[src/rtl/rst_seq_pkg.sv]
// ---------------------------------------------------------------------------
// rst_seq_pkg
// Shared types and helpers for the reset sequencer / clock-enable generator.
//   - state_e        : sequencer FSM states
//   - hold_cnt_width : width of the post-lock hold counter
//   - stag_cnt_width : width of the channel-release stagger counter
//   - div_last       : terminal count of a divider (ratio 0 behaves as 1)
// ---------------------------------------------------------------------------
package rst_seq_pkg;

  // Sequencer states.
  typedef enum logic [1:0] {
    WAIT_LOCK = 2'd0,
    HOLD      = 2'd1,
    RELEASE   = 2'd2,
    RUN       = 2'd3
  } state_e;

  // Bits needed to count 0..hold_cycles.
  function automatic int unsigned hold_cnt_width(input int unsigned hold_cycles);
    return 32'($clog2(hold_cycles + 32'd1));
  endfunction

  // Bits needed to count 0..num_channels*stagger_cycles.
  function automatic int unsigned stag_cnt_width(input int unsigned num_channels,
                                                 input int unsigned stagger_cycles);
    return 32'($clog2(num_channels * stagger_cycles + 32'd1));
  endfunction

  // Last counter value of a divide-by-ratio counter; ratio 0 is treated as 1.
  function automatic int unsigned div_last(input int unsigned ratio);
    return (ratio == 32'd0) ? 32'd0 : ratio - 32'd1;
  endfunction

endpackage : rst_seq_pkg

[src/rtl/rst_seq_clkdiv.sv]
// ---------------------------------------------------------------------------
// rst_seq_clkdiv
// One channel's clock-enable divider. While en is low the counter is held at
// zero; once enabled it counts 0..ratio-1 and wraps. stb is high in the cycle
// the counter sits at ratio-1, so ratio 1 (or 0) gives a constant strobe.
//
// Ports
//   clk    in   1         system clock
//   rst_n  in   1         synchronous active-low reset
//   en     in   1         channel released (next-cycle value of the release)
//   ratio  in   DivWidth  divide ratio
//   stb    out  1         registered clock-enable strobe
// ---------------------------------------------------------------------------
module rst_seq_clkdiv
  import rst_seq_pkg::*;
#(
  parameter int unsigned DivWidth = 8
) (
  input  logic                clk,
  input  logic                rst_n,
  input  logic                en,
  input  logic [DivWidth-1:0] ratio,
  output logic                stb
);

  logic [DivWidth-1:0] last_c;
  logic [DivWidth-1:0] cnt_q;
  logic [DivWidth-1:0] cnt_d;
  logic                active_q;
  logic                stb_d;

  assign last_c = DivWidth'(div_last(32'(ratio)));

  // en is the release value for the coming cycle, so the strobe register
  // lines up with the released reset output without an extra cycle of lag.
  always_comb begin
    cnt_d = '0;
    stb_d = 1'b0;
    if (en) begin
      // First released cycle starts at zero; afterwards count and wrap.
      if (active_q && (cnt_q < last_c)) begin
        cnt_d = cnt_q + DivWidth'(1);
      end
      stb_d = (cnt_d == last_c);
    end
  end

  // Counter, enable history and strobe registers.
  always_ff @(posedge clk) begin
    if (!rst_n) begin
      cnt_q    <= '0;
      active_q <= 1'b0;
      stb      <= 1'b0;
    end else begin
      cnt_q    <= cnt_d;
      active_q <= en;
      stb      <= stb_d;
    end
  end

endmodule : rst_seq_clkdiv

[src/rtl/rst_seq_clken.sv]
// ---------------------------------------------------------------------------
// rst_seq_clken
// Reset sequencer and clock-enable generator sitting behind the PLL. The PLL
// lock is synchronised into clk_i, reset is held for HoldCycles after lock,
// then per-channel resets are released every StaggerCycles. Each released
// channel gets a divided clock-enable strobe.
//
// Optional feature macro: RST_SEQ_LOCK_LOSS_RESET_EN
//   defined   : lock loss in RUN also drops every output and restarts the
//               sequence on relock
//   undefined : lock loss in RUN only raises the sticky lock_lost_o
//
// Ports
//   clk_i        in   1            system clock
//   rst_ni       in   1            synchronous active-low reset
//   locked_i     in   1            PLL lock, asynchronous to clk_i
//   rst_no       out  NumChannels  per-channel reset, active-low
//   clk_en_o     out  NumChannels  per-channel clock-enable strobe
//   ready_o      out  1            all channels released
//   lock_lost_o  out  1            sticky: lock dropped while in RUN
// ---------------------------------------------------------------------------
module rst_seq_clken
  import rst_seq_pkg::*;
#(
  parameter int unsigned NumChannels   = 4,
  parameter int unsigned SyncStages    = 2,
  parameter int unsigned HoldCycles    = 16,
  parameter int unsigned StaggerCycles = 4,
  parameter int unsigned DivWidth      = 8,
  parameter logic [NumChannels-1:0][DivWidth-1:0] DivRatios = {8'd8, 8'd4, 8'd2, 8'd1}
) (
  input  logic                   clk_i,
  input  logic                   rst_ni,
  input  logic                   locked_i,
  output logic [NumChannels-1:0] rst_no,
  output logic [NumChannels-1:0] clk_en_o,
  output logic                   ready_o,
  output logic                   lock_lost_o
);

  localparam int unsigned HoldW       = hold_cnt_width(HoldCycles);
  localparam int unsigned StagW       = stag_cnt_width(NumChannels, StaggerCycles);
  localparam int unsigned LastRelease = (NumChannels - 1) * StaggerCycles;

  logic [SyncStages-1:0]  sync_q;
  logic                   lock_sync;

  state_e                 state_q;
  state_e                 state_d;
  logic [HoldW-1:0]       hold_q;
  logic [HoldW-1:0]       hold_d;
  logic [StagW-1:0]       stag_q;
  logic [StagW-1:0]       stag_d;
  logic [NumChannels-1:0] rel_q;
  logic [NumChannels-1:0] rel_d;
  logic [NumChannels-1:0] rel_hit_c;
  logic                   ready_q;
  logic                   ready_d;
  logic                   lost_q;
  logic                   lost_d;

  // Lock synchroniser: plain flop chain, the last stage is the safe copy.
  always_ff @(posedge clk_i) begin
    if (!rst_ni) begin
      sync_q <= '0;
    end else begin
      sync_q <= {sync_q[SyncStages-2:0], locked_i};
    end
  end

  assign lock_sync = sync_q[SyncStages-1];

  // Channel i is due when the stagger count reaches i*StaggerCycles.
  for (genvar g = 0; g < NumChannels; g++) begin : g_hit
    assign rel_hit_c[g] = (stag_q == StagW'(g * StaggerCycles));
  end

  // Sequencer state and registered outputs.
  always_ff @(posedge clk_i) begin
    if (!rst_ni) begin
      state_q <= WAIT_LOCK;
      hold_q  <= '0;
      stag_q  <= '0;
      rel_q   <= '0;
      ready_q <= 1'b0;
      lost_q  <= 1'b0;
    end else begin
      state_q <= state_d;
      hold_q  <= hold_d;
      stag_q  <= stag_d;
      rel_q   <= rel_d;
      ready_q <= ready_d;
      lost_q  <= lost_d;
    end
  end

  // Next-state and next-output logic.
  always_comb begin
    state_d = state_q;
    hold_d  = hold_q;
    stag_d  = stag_q;
    rel_d   = rel_q;
    ready_d = 1'b0;
    lost_d  = lost_q;

    unique case (state_q)
      WAIT_LOCK: begin
        rel_d = '0;
        if (lock_sync) begin
          state_d = HOLD;
          hold_d  = '0;
        end
      end

      HOLD: begin
        if (!lock_sync) begin
          state_d = WAIT_LOCK;
          rel_d   = '0;
        end else if (hold_q == HoldW'(HoldCycles - 1)) begin
          state_d = RELEASE;
          stag_d  = '0;
        end else begin
          hold_d = hold_q + HoldW'(1);
        end
      end

      RELEASE: begin
        if (!lock_sync) begin
          state_d = WAIT_LOCK;
          rel_d   = '0;
        end else begin
          // Releases accumulate; a released channel never re-enters reset here.
          rel_d  = rel_q | rel_hit_c;
          stag_d = stag_q + StagW'(1);
          if (stag_q == StagW'(LastRelease)) begin
            state_d = RUN;
          end
        end
      end

      RUN: begin
        ready_d = 1'b1;
        if (!lock_sync) begin
          lost_d = 1'b1;
`ifdef RST_SEQ_LOCK_LOSS_RESET_EN
          state_d = WAIT_LOCK;
          rel_d   = '0;
          ready_d = 1'b0;
`else
          state_d = RUN;
`endif
        end
      end

      default: begin
        state_d = WAIT_LOCK;
        rel_d   = '0;
      end
    endcase
  end

  // Per-channel dividers run off the next release value so the strobe
  // register is aligned with the rst_no register.
  for (genvar g = 0; g < NumChannels; g++) begin : g_div
    rst_seq_clkdiv #(
      .DivWidth (DivWidth)
    ) u_clkdiv (
      .clk   (clk_i),
      .rst_n (rst_ni),
      .en    (rel_d[g]),
      .ratio (DivRatios[g]),
      .stb   (clk_en_o[g])
    );
  end

  assign rst_no      = rel_q;
  assign ready_o     = ready_q;
  assign lock_lost_o = lost_q;

endmodule : rst_seq_clken

[config.mk]
export PLATFORM = sky130hd
export DESIGN_NAME = rst_seq_clken
export DESIGN_NICKNAME = d
export VERILOG_FILES = /design/src/rtl/rst_seq_pkg.sv /design/src/rtl/rst_seq_clkdiv.sv /design/src/rtl/rst_seq_clken.sv
export SDC_FILE = /design/constraint.sdc
export NUM_CORES = 1
export LEC_CHECK = 0
export ABC_AREA = 1
export BUFFER_PORTS_ARGS = -buffer_cell sky130_fd_sc_hd__buf_2
export CORE_MARGIN = 10
export CORE_UTILIZATION = 45
export CTS_CLUSTER_SIZE = 30
export DETAILED_ROUTE_END_ITERATION = 8
export SLEW_MARGIN = 20
export SYNTH_ARGS = -nofsm -noshare
export SYNTH_HDL_FRONTEND = slang
export SYNTH_SLANG_ARGS = --single-unit
export TNS_END_PERCENT = 5
[constraint.sdc]
create_clock -name clk_i -period 2 [get_ports clk_i]
set_input_delay 0.4 -clock clk_i [delete_from_list [all_inputs] [get_ports clk_i]]
set_output_delay 0.4 -clock clk_i [all_outputs]
set_load 0.01 [all_outputs]
==> results of run 1 <==
==> synth_stat cells (2+ instances only) <==
cell type / instances / area [um2]
nand4_1: 4 / 25.02
nand3_1: 18 / 90.09
dfxtp_1: 48 / 960.9
ha_1: 8 / 100.1
buf_4: 7 / 52.55
or2_2: 2 / 12.51
nor3_1: 6 / 30.03
a21oi_1: 9 / 45.04
inv_2: 2 / 7.510
o21ai_0: 8 / 40.04
nor2_1: 34 / 127.6
inv_1: 39 / 146.4
o21a_1: 2 / 15.01
nand2_1: 43 / 161.4
==> metal layers <==
layer | GRT usage [%] | wire [um] | vias up
met5 | 0 | 0 | -
met4 | 4.940 | 14 | 0
met3 | 2.868 | 122 | 2
met2 | 14.48 | 1356 | 12
met1 | 9.358 | 1410 | 590
li1 | - | - | 769
==> power by group through the flow <==
stage	clock network (W)	registers, W	logic [W]
after detailed placement	0	0.00101	0.0000388
after global placement	0	0.00101	0.0000382
after floorplan	0	0.00100	0.0000339
after global routing	0.000634	0.000988	0.0000467
after CTS	0.000610	0.000986	0.0000390
final	0.000581	0.000986	0.0000386
==> state kept, by name, indices dropped and copies added, names as in the netlist <==
signal / count
g_div.u_clkdiv.cnt_q: 24
hold_q: 5
rst_no: 4
ready_o: 1
lock_lost_o: 1
stag_q: 5
sync_q: 2
g_div.u_clkdiv.stb: 4
state_q: 2
==> final timing paths <==
path	end	start
max	hold_q[0]	hold_q[0]
min	sync_q[0]	locked_i
max reg2reg	hold_q[0]	hold_q[0]
min reg2reg	sync_q[1]	sync_q[0]
==> cells in the final DEF (no fill, tap or decap) <==
cell | netlist | routed
nor2_1 | 34 | 34
nand3_4 | 1 | 1
clkinv_2 | 0 | 2
or2_2 | 2 | 2
inv_1 | 39 | 39
nand4_1 | 4 | 4
o21bai_1 | 1 | 1
buf_2 | 0 | 12
a31oi_1 | 1 | 1
clkbuf_8 | 0 | 6
nand3b_1 | 1 | 1
o21ai_0 | 8 | 8
o21a_1 | 2 | 2
inv_2 | 2 | 2
conb_1 | 1 | 15
nor3_1 | 6 | 6
and2_1 | 1 | 1
clkinv_1 | 1 | 1
ha_1 | 8 | 8
a21oi_1 | 9 | 9
xnor2_1 | 1 | 1
nand2_1 | 43 | 43
nand3_1 | 18 | 18
dfxtp_1 | 48 | 48
==> cell type report <==
| type | instances | area, um2 | share of cell area, % |
|---|---|---|---|
| Clock buffer | 6 | 82.58 | 3.950 |
| Clock inverter | 2 | 10.01 | 0.4788 |
| Inverter | 42 | 157.7 | 7.540 |
| Multi-Input combinational cell | 155 | 757.0 | 36.21 |
| Sequential cell | 48 | 960.9 | 45.96 |
| Tap cell | 50 | 62.56 | 2.992 |
| Timing Repair Buffer | 12 | 60.06 | 2.873 |
==> metrics by stage <==
stage | worst slack [ns] | instance area (um2) | hold slack (ns) | total power, W
floorplan | 0.5459 | 1948 | 0.3905 | 0.001039
global placement | 0.4422 | 1998 | 0.3919 | 0.001047
detailed placement | 0.3844 | 1998 | 0.3984 | 0.001047
CTS | 0.3745 | 2091 | 0.2743 | 0.001635
global route | 0.1674 | 2091 | 0.2921 | 0.001669
finish | 0.3756 | 2091 | 0.2914 | 0.001606
==> logic make-up after synthesis <==
kind of cell | synth area share, %
simple gates | 25.21
fa+ha+maj | 5.281
flops | 50.69
xor+xnor | 0.4621
other cells | 0.1978
buf+inv | 12.14
compound gates | 6.007
==> worst max-delay path, stage by stage, from the launching register on <==
cell,delay [ns]
dfxtp_1,0.39
ha_1,0.16
inv_1,0.05
nor2_1,0.10
ha_1,0.21
nand2_1,0.07
nand3_1,0.20
inv_1,0.11
o21ai_0,0.16
a21oi_1,0.06
==> results.cfg, run 1 <==
[cts]
cts_buffer_depth = 2
cts_sinks = 48
clk_latency_ns = 0.30
ctsResizeCount = 0
cts-root-buf = clkbuf_8
cts.clk_slew.worst_paths_ns = 0.09
post-cts-setup-buffer-count = 0
ctsHoldBuffers = 0
cts_made_buffers = 5
htreeDepth = 2
cts_tree = done

[floorplan]
die_area_um2 = 7208
num_io_pins = 13
fp.coreArea_um2 = 4029
die_w_um = 84.90
placementRows = 23
dieHeight_um = 84.90
start_util_pct = 47.05

[route]
via_per_inst = 4.359
ant_nets = 0
first_pass_iters = 4
route.vias.total = 1373
dr.first_iter.drc_count = 90
wire_per_inst_um = 9.216
drc = 0
finalWirelength_um = 2903

[global_routing]
grt_use_total_pct = 8.652
antenna_found_initial = 0
overflow = 0
grt_pass1_wl_um = 5175
grt_max_degree = 15
first_global_vias = 1246

[power_and_ir_drop]
p_comb_share_pct = 2.4
intPower_w = 0.001265
p_leak_nw = 0.9952
switching_share_pct = 21.22
irDropWorstVdd_v = 0.0005206
powerDensity_nw_per_um2 = 767.9
pwr-share-seq_pct = 61.4
pwr-share-clk_pct = 36.2
power_switching_w = 0.0003407

[place]
place_congestion = 0.8094
port-buffer-count = 12
hpwlAfterDp_um = 2165
dp.cells = 307

[critical_path]
arrival_ns = 1.81
reg2reg_setup_slack_ns = 0.38
critical_path.max_fanout = 7
criticalPathCategory = reg2reg
end_kind = register
reg2regPathDepth = 9
startpoint_type = register
crit_required_ns = 2.19

[synthesis]
synth_warnings = 0
seq_area_frac_synth_pct = 50.69
synth.distinct_cells = 25
synth-main-ff-cell = dfxtp_1
avgSynthCellArea_um2 = 7.865
synth_async_sr_flop_share_pct = 0
ys_seq_elements = 48
syn_inst = 241
synth_edf_count = 0
synth_area_um2 = 1896

[timing]
setup_viol = 0
max_freq_ghz = 0.6156
final_hold_viol_count = 0
fin_crit_ns = 1.624
rsz0062_at_grt = no
fin_crit_sh_pct = 81.22
skew_ns = 0.009396
maxSlewViolCount = 0
finalSetupTns_ns = 0

[hold_path]
hp-class = in2reg
whs_path_depth = 3

[flow_run]
maxCapViolations = 0

[layout]
area_delta_synth_final_pct = 10.30
nets = 275
nFillCells = 406
finalNonFillerCells = 315
drive_above_1_share_pct = 9.434
final_util_pct = 51.89
n_antenna_cell = 0

[run_status]
status = complete, no violations
(Power assumes the default switching activity.)
==> inputs of run 2 (changes only) <==
--- a/config.mk
+++ b/config.mk
@@ -5,7 +5,7 @@
 export SDC_FILE = /design/constraint.sdc
 export NUM_CORES = 1
 export LEC_CHECK = 0
-export ABC_AREA = 1
+export ABC_AREA = 0
 export BUFFER_PORTS_ARGS = -buffer_cell sky130_fd_sc_hd__buf_2
 export CORE_MARGIN = 10
 export CORE_UTILIZATION = 45
==> constraint.sdc (replaced) <==
create_clock -name clk_i -period 1.4 [get_ports clk_i]
set_input_delay 0.28 -clock clk_i [delete_from_list [all_inputs] [get_ports clk_i]]
set_output_delay 0.28 -clock clk_i [all_outputs]
set_load 0.01 [all_outputs]
==> run 2 against run 1 <==
  * The run now ends with negative setup slack left
  * Fmax decreased by 6.3%
  * Highest routed layer unchanged
  * Clock skew decreased by 0.0027 ns
  * Global-route usage increased by 1.3 points
  * Synthesized cell count decreased by 26%
  * Power increased by 57%
  * Critical path depth decreased by 3
  * Utilization increased by 4.3 points
  * Hold slack got worse by 0.11 ns
  * Final area increased by 6.0%
  * Worst setup slack got worse by 0.71 ns
  * Clock-buffer cell count increased by 1
  * Critical endpoint is now hold_q[2]
  * Largest cell class unchanged
  * Die area decreased by 3.3%
==> results.cfg, run 2 <==
[synthesis]
synth_xor_area_share_pct = 0.4828
synth-simple-area-share_pct = 20.48
ys_seq_elements = 48
synth_common_cells = dfxtp_1 (48), nor2_1 (13), inv_1 (12), a21oi_1 (8), ha_1 (8)
avgSynthCellArea_um2 = 10.14
synth_top_area_share_pct = 52.97
synth_area_um2 = 1814
synth_largest_area_cell = dfxtp_1
synth_top_family_by_area = simple AND/OR/NAND/NOR gates
synth-adder-area-share_pct = 6.069
synth_async_sr_flop_share_pct = 0
synth_edf_count = 0
synth.distinct_cells = 41
syn_inst = 179
seq_area_frac_synth_pct = 52.97
synth.mux.area_fraction_pct = 0.5517
synth.top_cells.by_area = dfxtp_1 (53%), ha_1 (5.5%), buf_4 (2.9%)
synth_compound_area_share_pct = 11.66
synth-main-ff-cell = dfxtp_1
synth.most_common_cell = dfxtp_1
synth_warnings = 0

[global_routing]
overflow = 0
antenna_found_initial = 0
grt_max_degree = 20
grt_pass1_wl_um = 5989
grt_use_total_pct = 9.944
first_global_vias = 1371

[timing]
setup_viol = 10
rsz0062_at_grt = yes
slew_headroom_pct = 61.22
fin_crit_sh_pct = 123.8
max_freq_ghz = 0.5769
fin_crit_ns = 1.733
maxSlewViolCount = 0
final_hold_viol_count = 0
finalSetupTns_ns = -1.284
skew_ns = 0.006675
tightest_slew_ns = 0.5768
worst_slack_ns = -0.3334

[floorplan]
die_w_um = 83.50
fp.coreArea_um2 = 3943
num_io_pins = 13
start_util_pct = 46.02
die_area_um2 = 6971
placementRows = 23
dieHeight_um = 83.50

[critical_path]
arrival_ns = 1.97
startpoint_type = register
cp_common_cell = ha_4
critical_path.max_fanout = 7
crit_required_ns = 1.63
crit_chain = ha_4 -> and3_4 -> ha_4 -> a21bo_4 -> or4_4 -> a21oi_2
criticalPathCategory = reg2reg
crit_slowest_cell = or4_4
end_kind = register
max_stage_delay_ns = 0.44

[cts]
cts_buffer_depth = 2
cts-root-buf = clkbuf_8
cts_sinks = 48
clk_latency_ns = 0.30
cts_tree = done
htreeDepth = 2
cts_made_buffers = 5
cts.clk_slew.worst_paths_ns = 0.09

[route]
via_per_inst = 5.156
dr.first_iter.drc_count = 48
drc = 0
first_pass_iters = 4
ant_nets = 0
finalWirelength_um = 3419
route.vias.total = 1356
wire_per_inst_um = 13.00

[layout]
top_regs = g_div.u_clkdiv.cnt_q: 24 flops, hold_q: 5 flops, stag_q: 5 flops
final_util_pct = 56.24
largest_reg_flops = 24
top_register = g_div.u_clkdiv.cnt_q
area_delta_synth_final_pct = 22.21
final_common_cell = dfxtp_1
design_area_um2 = 2217
final_cell_mix = dfxtp_1 (43), conb_1 (15), buf_4 (15)
nets = 223
drive_above_1_share_pct = 25.35
n_antenna_cell = 0

[power_and_ir_drop]
powerDensity_nw_per_um2 = 1136
irDropWorstVdd_v = 0.0007238
p_leak_nw = 0.8922

[place]
hpwlAfterDp_um = 2456
port-buffer-count = 12
place_congestion = 0.8577
post_dp_cell_area_um2 = 2031

[run_status]
status = finished, violations left
failed_checks = negative setup slack

[flow_run]
maxCapViolations = 0

[hold_path]
hp-class = in2reg
run 2: cell count changes after synthesis, sizes merged, moves of 4 or more:
| cell | previous run | this run |
|---|---|---|
| nor2 | 34 | 13 |
| nand3 | 19 | 5 |
| or4 | 0 | 5 |
| nand2 | 43 | 4 |
| a41oi | 0 | 4 |
| nor3 | 6 | 1 |
| a21boi | 0 | 4 |
| inv | 41 | 12 |
run 2: per-stage QoR:
step / instances / hold slack (ns) / total power [W] / setup WS [ns]
3_5_place_dp: 255 / 0.4272 / 0.001482 / -0.2779
4_1_cts: 263 / 0.1799 / 0.002544 / -0.2807
2_1_floorplan: 193 / 0.4073 / 0.001463 / -0.1967
3_3_place_gp: 255 / 0.4200 / 0.001479 / -0.2254
6_report: 263 / 0.1862 / 0.002519 / -0.3334
5_1_grt: 263 / 0.1865 / 0.002622 / -0.3652
run 2: worst max-delay path: cells and delay by family, from the launching register on:
kind | cells | cell delay (ns)
AOI/OAI and AO/OA | 2 | 0.38
adders and majority gates | 2 | 0.33
DFF | 1 | 0.35
and+or+nand+nor | 2 | 0.62
run 2: power breakdown:
| group | internal, W | switching [W] |
|---|---|---|
| combinational | 0.0000218 | 0.0000287 |
| sequential | 0.00139 | 0.0000115 |
| clock | 0.000630 | 0.000436 |
| total | 0.00204 | 0.000476 |
run 2: routing by layer:
| metal | global-route usage, % | up-vias | part of all wire, % |
|---|---|---|---|
| li1 | - | 686 | - |
| met1 | 11.02 | 644 | 44 |
| met2 | 16.92 | 19 | 50 |
| met3 | 3.125 | 7 | 3.6 |
| met4 | 4.566 | 0 | 2.3 |
| met5 | 0 | - | 0 |
run 2: what timing repair did:
action | in CTS | in global routing
buffers inserted | 0 | 0
hold buffers | 0 | 0
gates resized for setup | 4 | 10
endpoints found under the setup margin | 13 | 17
pin swaps | 3 | 0
run 2: cells by family after synthesis:
kind of cell,Yosys count
fa+ha+maj,9
flops,48
mux,1
xor+xnor,1
buf+inv,27
compound gates,30
simple gates,62
other cells,1
run 2: area by class of cell:
cell class	count	area, um2
Sequential cell	48	967.2
Multi-Input combinational cell	118	843.3
Inverter	12	45.04
Clock inverter	1	30.03
Fill cell	349	1725
Clock buffer	7	96.34
Timing Repair Buffer	27	172.7
Tap cell	50	62.56
run 2: worst paths after layout:
kind,startpoint,end,slack [ns],cells after the start
max,hold_q[1],hold_q[2],-0.33,6
min,locked_i,sync_q[0],0.19,2
max reg2reg,hold_q[1],hold_q[2],-0.33,6
min reg2reg,sync_q[0],sync_q[1],0.45,1
==> inputs of run 3 (changes only) <==
--- a/config.mk
+++ b/config.mk
@@ -5,10 +5,9 @@
 export SDC_FILE = /design/constraint.sdc
 export NUM_CORES = 1
 export LEC_CHECK = 0
-export ABC_AREA = 0
 export BUFFER_PORTS_ARGS = -buffer_cell sky130_fd_sc_hd__buf_2
 export CORE_MARGIN = 10
-export CORE_UTILIZATION = 45
+export CORE_UTILIZATION = 40
 export CTS_CLUSTER_SIZE = 30
 export DETAILED_ROUTE_END_ITERATION = 8
 export SLEW_MARGIN = 20
==> constraint.sdc (replaced) <==
create_clock -name clk_i -period 1.4 [get_ports clk_i]
set_input_delay 0.21 -clock clk_i [delete_from_list [all_inputs] [get_ports clk_i]]
set_output_delay 0.21 -clock clk_i [all_outputs]
set_load 0.01 [all_outputs]
==> run 3 against run 2 <==
  * The run still ends with negative setup slack left
  * Sequential power is essentially flat
  * Via count grew 0.96%
  * Sequential cell count is the same
  * Die area grew 9.4%
  * Clock power shrank 22%
  * Cell count grew 1.5%
  * Global-route usage shrank 0.29 points
  * Largest power group unchanged
==> results.cfg, run 3 (synthesis results as in run 2) <==
[cts]
ctsHoldBuffers = 0
cts_sinks = 48
cts_made_buffers = 5
cts_buffer_depth = 2
post-cts-setup-buffer-count = 0
cts_tree = done
cts-root-buf = clkbuf_8
cts.clk_slew.worst_paths_ns = 0.08
htreeDepth = 2
clk_latency_ns = 0.29

[floorplan]
die_w_um = 87.35
dieHeight_um = 87.35
fp.coreArea_um2 = 4384
start_util_pct = 41.38
die_area_um2 = 7629
num_io_pins = 13
placementRows = 24

[route]
wire_per_inst_um = 13.34
route.vias.total = 1369
drc = 0
dr.first_iter.drc_count = 72
ant_nets = 0
finalWirelength_um = 3562
first_pass_iters = 4
via_per_inst = 5.127

[timing]
worst_slack_ns = -0.2821
final_hold_viol_count = 0
rsz0062_at_grt = yes
setup_viol = 7
skew_ns = 0.008444
holdWs_ns = 0.1237
fin_crit_ns = 1.682
max_freq_ghz = 0.5945
fin_crit_sh_pct = 120.2
maxSlewViolCount = 0

[critical_path]
criticalPathCategory = reg2reg
r2r-start = hold_q[0]
end_kind = register
crit_path_start = hold_q[0]
critical_path.max_fanout = 6
crit_required_ns = 1.57
arrival_ns = 1.85
startpoint_type = register

[global_routing]
grt.met2_usage_pct = 16.14
grt_max_degree = 16
grt-busiest-layer = met2
overflow = 0
first_global_vias = 1331
grt_pass1_wl_um = 5940
use_met3_pct = 2.996
met1_usage_pct = 11.11
antenna_found_initial = 0
grt_use_total_pct = 9.655

[layout]
drive_above_1_share_pct = 24.65
largest_reg_flops = 24
area_delta_synth_final_pct = 21.59
nets = 225
top_register = g_div.u_clkdiv.cnt_q
n_antenna_cell = 0
final_cell_mix = dfxtp_1 (44), buf_4 (17), conb_1 (15)
finalNonFillerCells = 267
top_regs = g_div.u_clkdiv.cnt_q: 24 flops, hold_q: 5 flops, stag_q: 5 flops
final_common_cell = dfxtp_1

[place]
port-buffer-count = 12
place_congestion = 0.8134
hpwlAfterDp_um = 2617
dp.cells = 259
dpl_worst_slack_ns = -0.2573

[run_status]
status = finished, violations left
failed_checks = negative setup slack

[power_and_ir_drop]
powerDensity_nw_per_um2 = 1038
irDropWorstVdd_v = 0.0007803
p_total_w = 0.002290
p_leak_nw = 0.8892

[hold_path]
hp-class = in2reg
hp-start = locked_i

[flow_run]
maxCapViolations = 0
[run 3: final cells by class]
type                            instances  area (um2)
Fill cell                             414        2178
Clock buffer                            7       86.33
Multi-Input combinational cell        118       848.3
Inverter                               12       45.04
Timing Repair Buffer                   29       187.7
Sequential cell                        48       965.9
Clock inverter                          1       7.507
Tap cell                               52       65.06
[run 3: through the flow]
stage               TNS, ns  utilization [%]  cell area, um2
floorplan           -0.5328                -            1888
global route         -1.543            50.31            2206
detailed placement   -1.563            46.72            2048
global placement     -1.130            46.72            2048
CTS                  -1.009            49.63            2176
finish               -1.098            50.31            2206
[run 3: critical path, cell delays in order, from the launching register on]
cell and delay [ns]:
dfxtp_2 0.35, ha_4 0.15, and3_4 0.18, ha_4 0.16
a21bo_4 0.22, buf_4 0.13, o31ai_1 0.28, a21oi_2 0.09
[run 3: final timing paths]
path	slack, ns	depth (start not counted)	to
worst max-delay path	-0.28	7	hold_q[2]
worst min-delay path	0.12	2	sync_q[0]
worst max register to register	-0.28	7	hold_q[2]
worst min register to register	0.44	1	sync_q[1]
[run 3: routing by layer]
| layer | wire [um] | part of all wire, % |
|---|---|---|
| met2 | 1788 | 50 |
| met3 | 156 | 4.4 |
| met5 | 0 | 0 |
| met4 | 37 | 1.0 |
| met1 | 1580 | 44 |
[run 3: timing repair]
| item | CTS | global route |
|---|---|---|
| setup endpoints to repair | 12 | 18 |
| gates resized for setup | 6 | 10 |
| pin swaps | 4 | 3 |
| endpoints found under the hold margin | 0 | 0 |
[run 3: report_power, final]
part / switching, W / total, W / internal [W]
clock: 0.000432 / 0.000833 / 0.000401
sequential: 0.0000125 / 0.00140 / 0.00139
combinational: 0.0000304 / 0.0000534 / 0.0000229
total: 0.000475 / 0.00229 / 0.00182
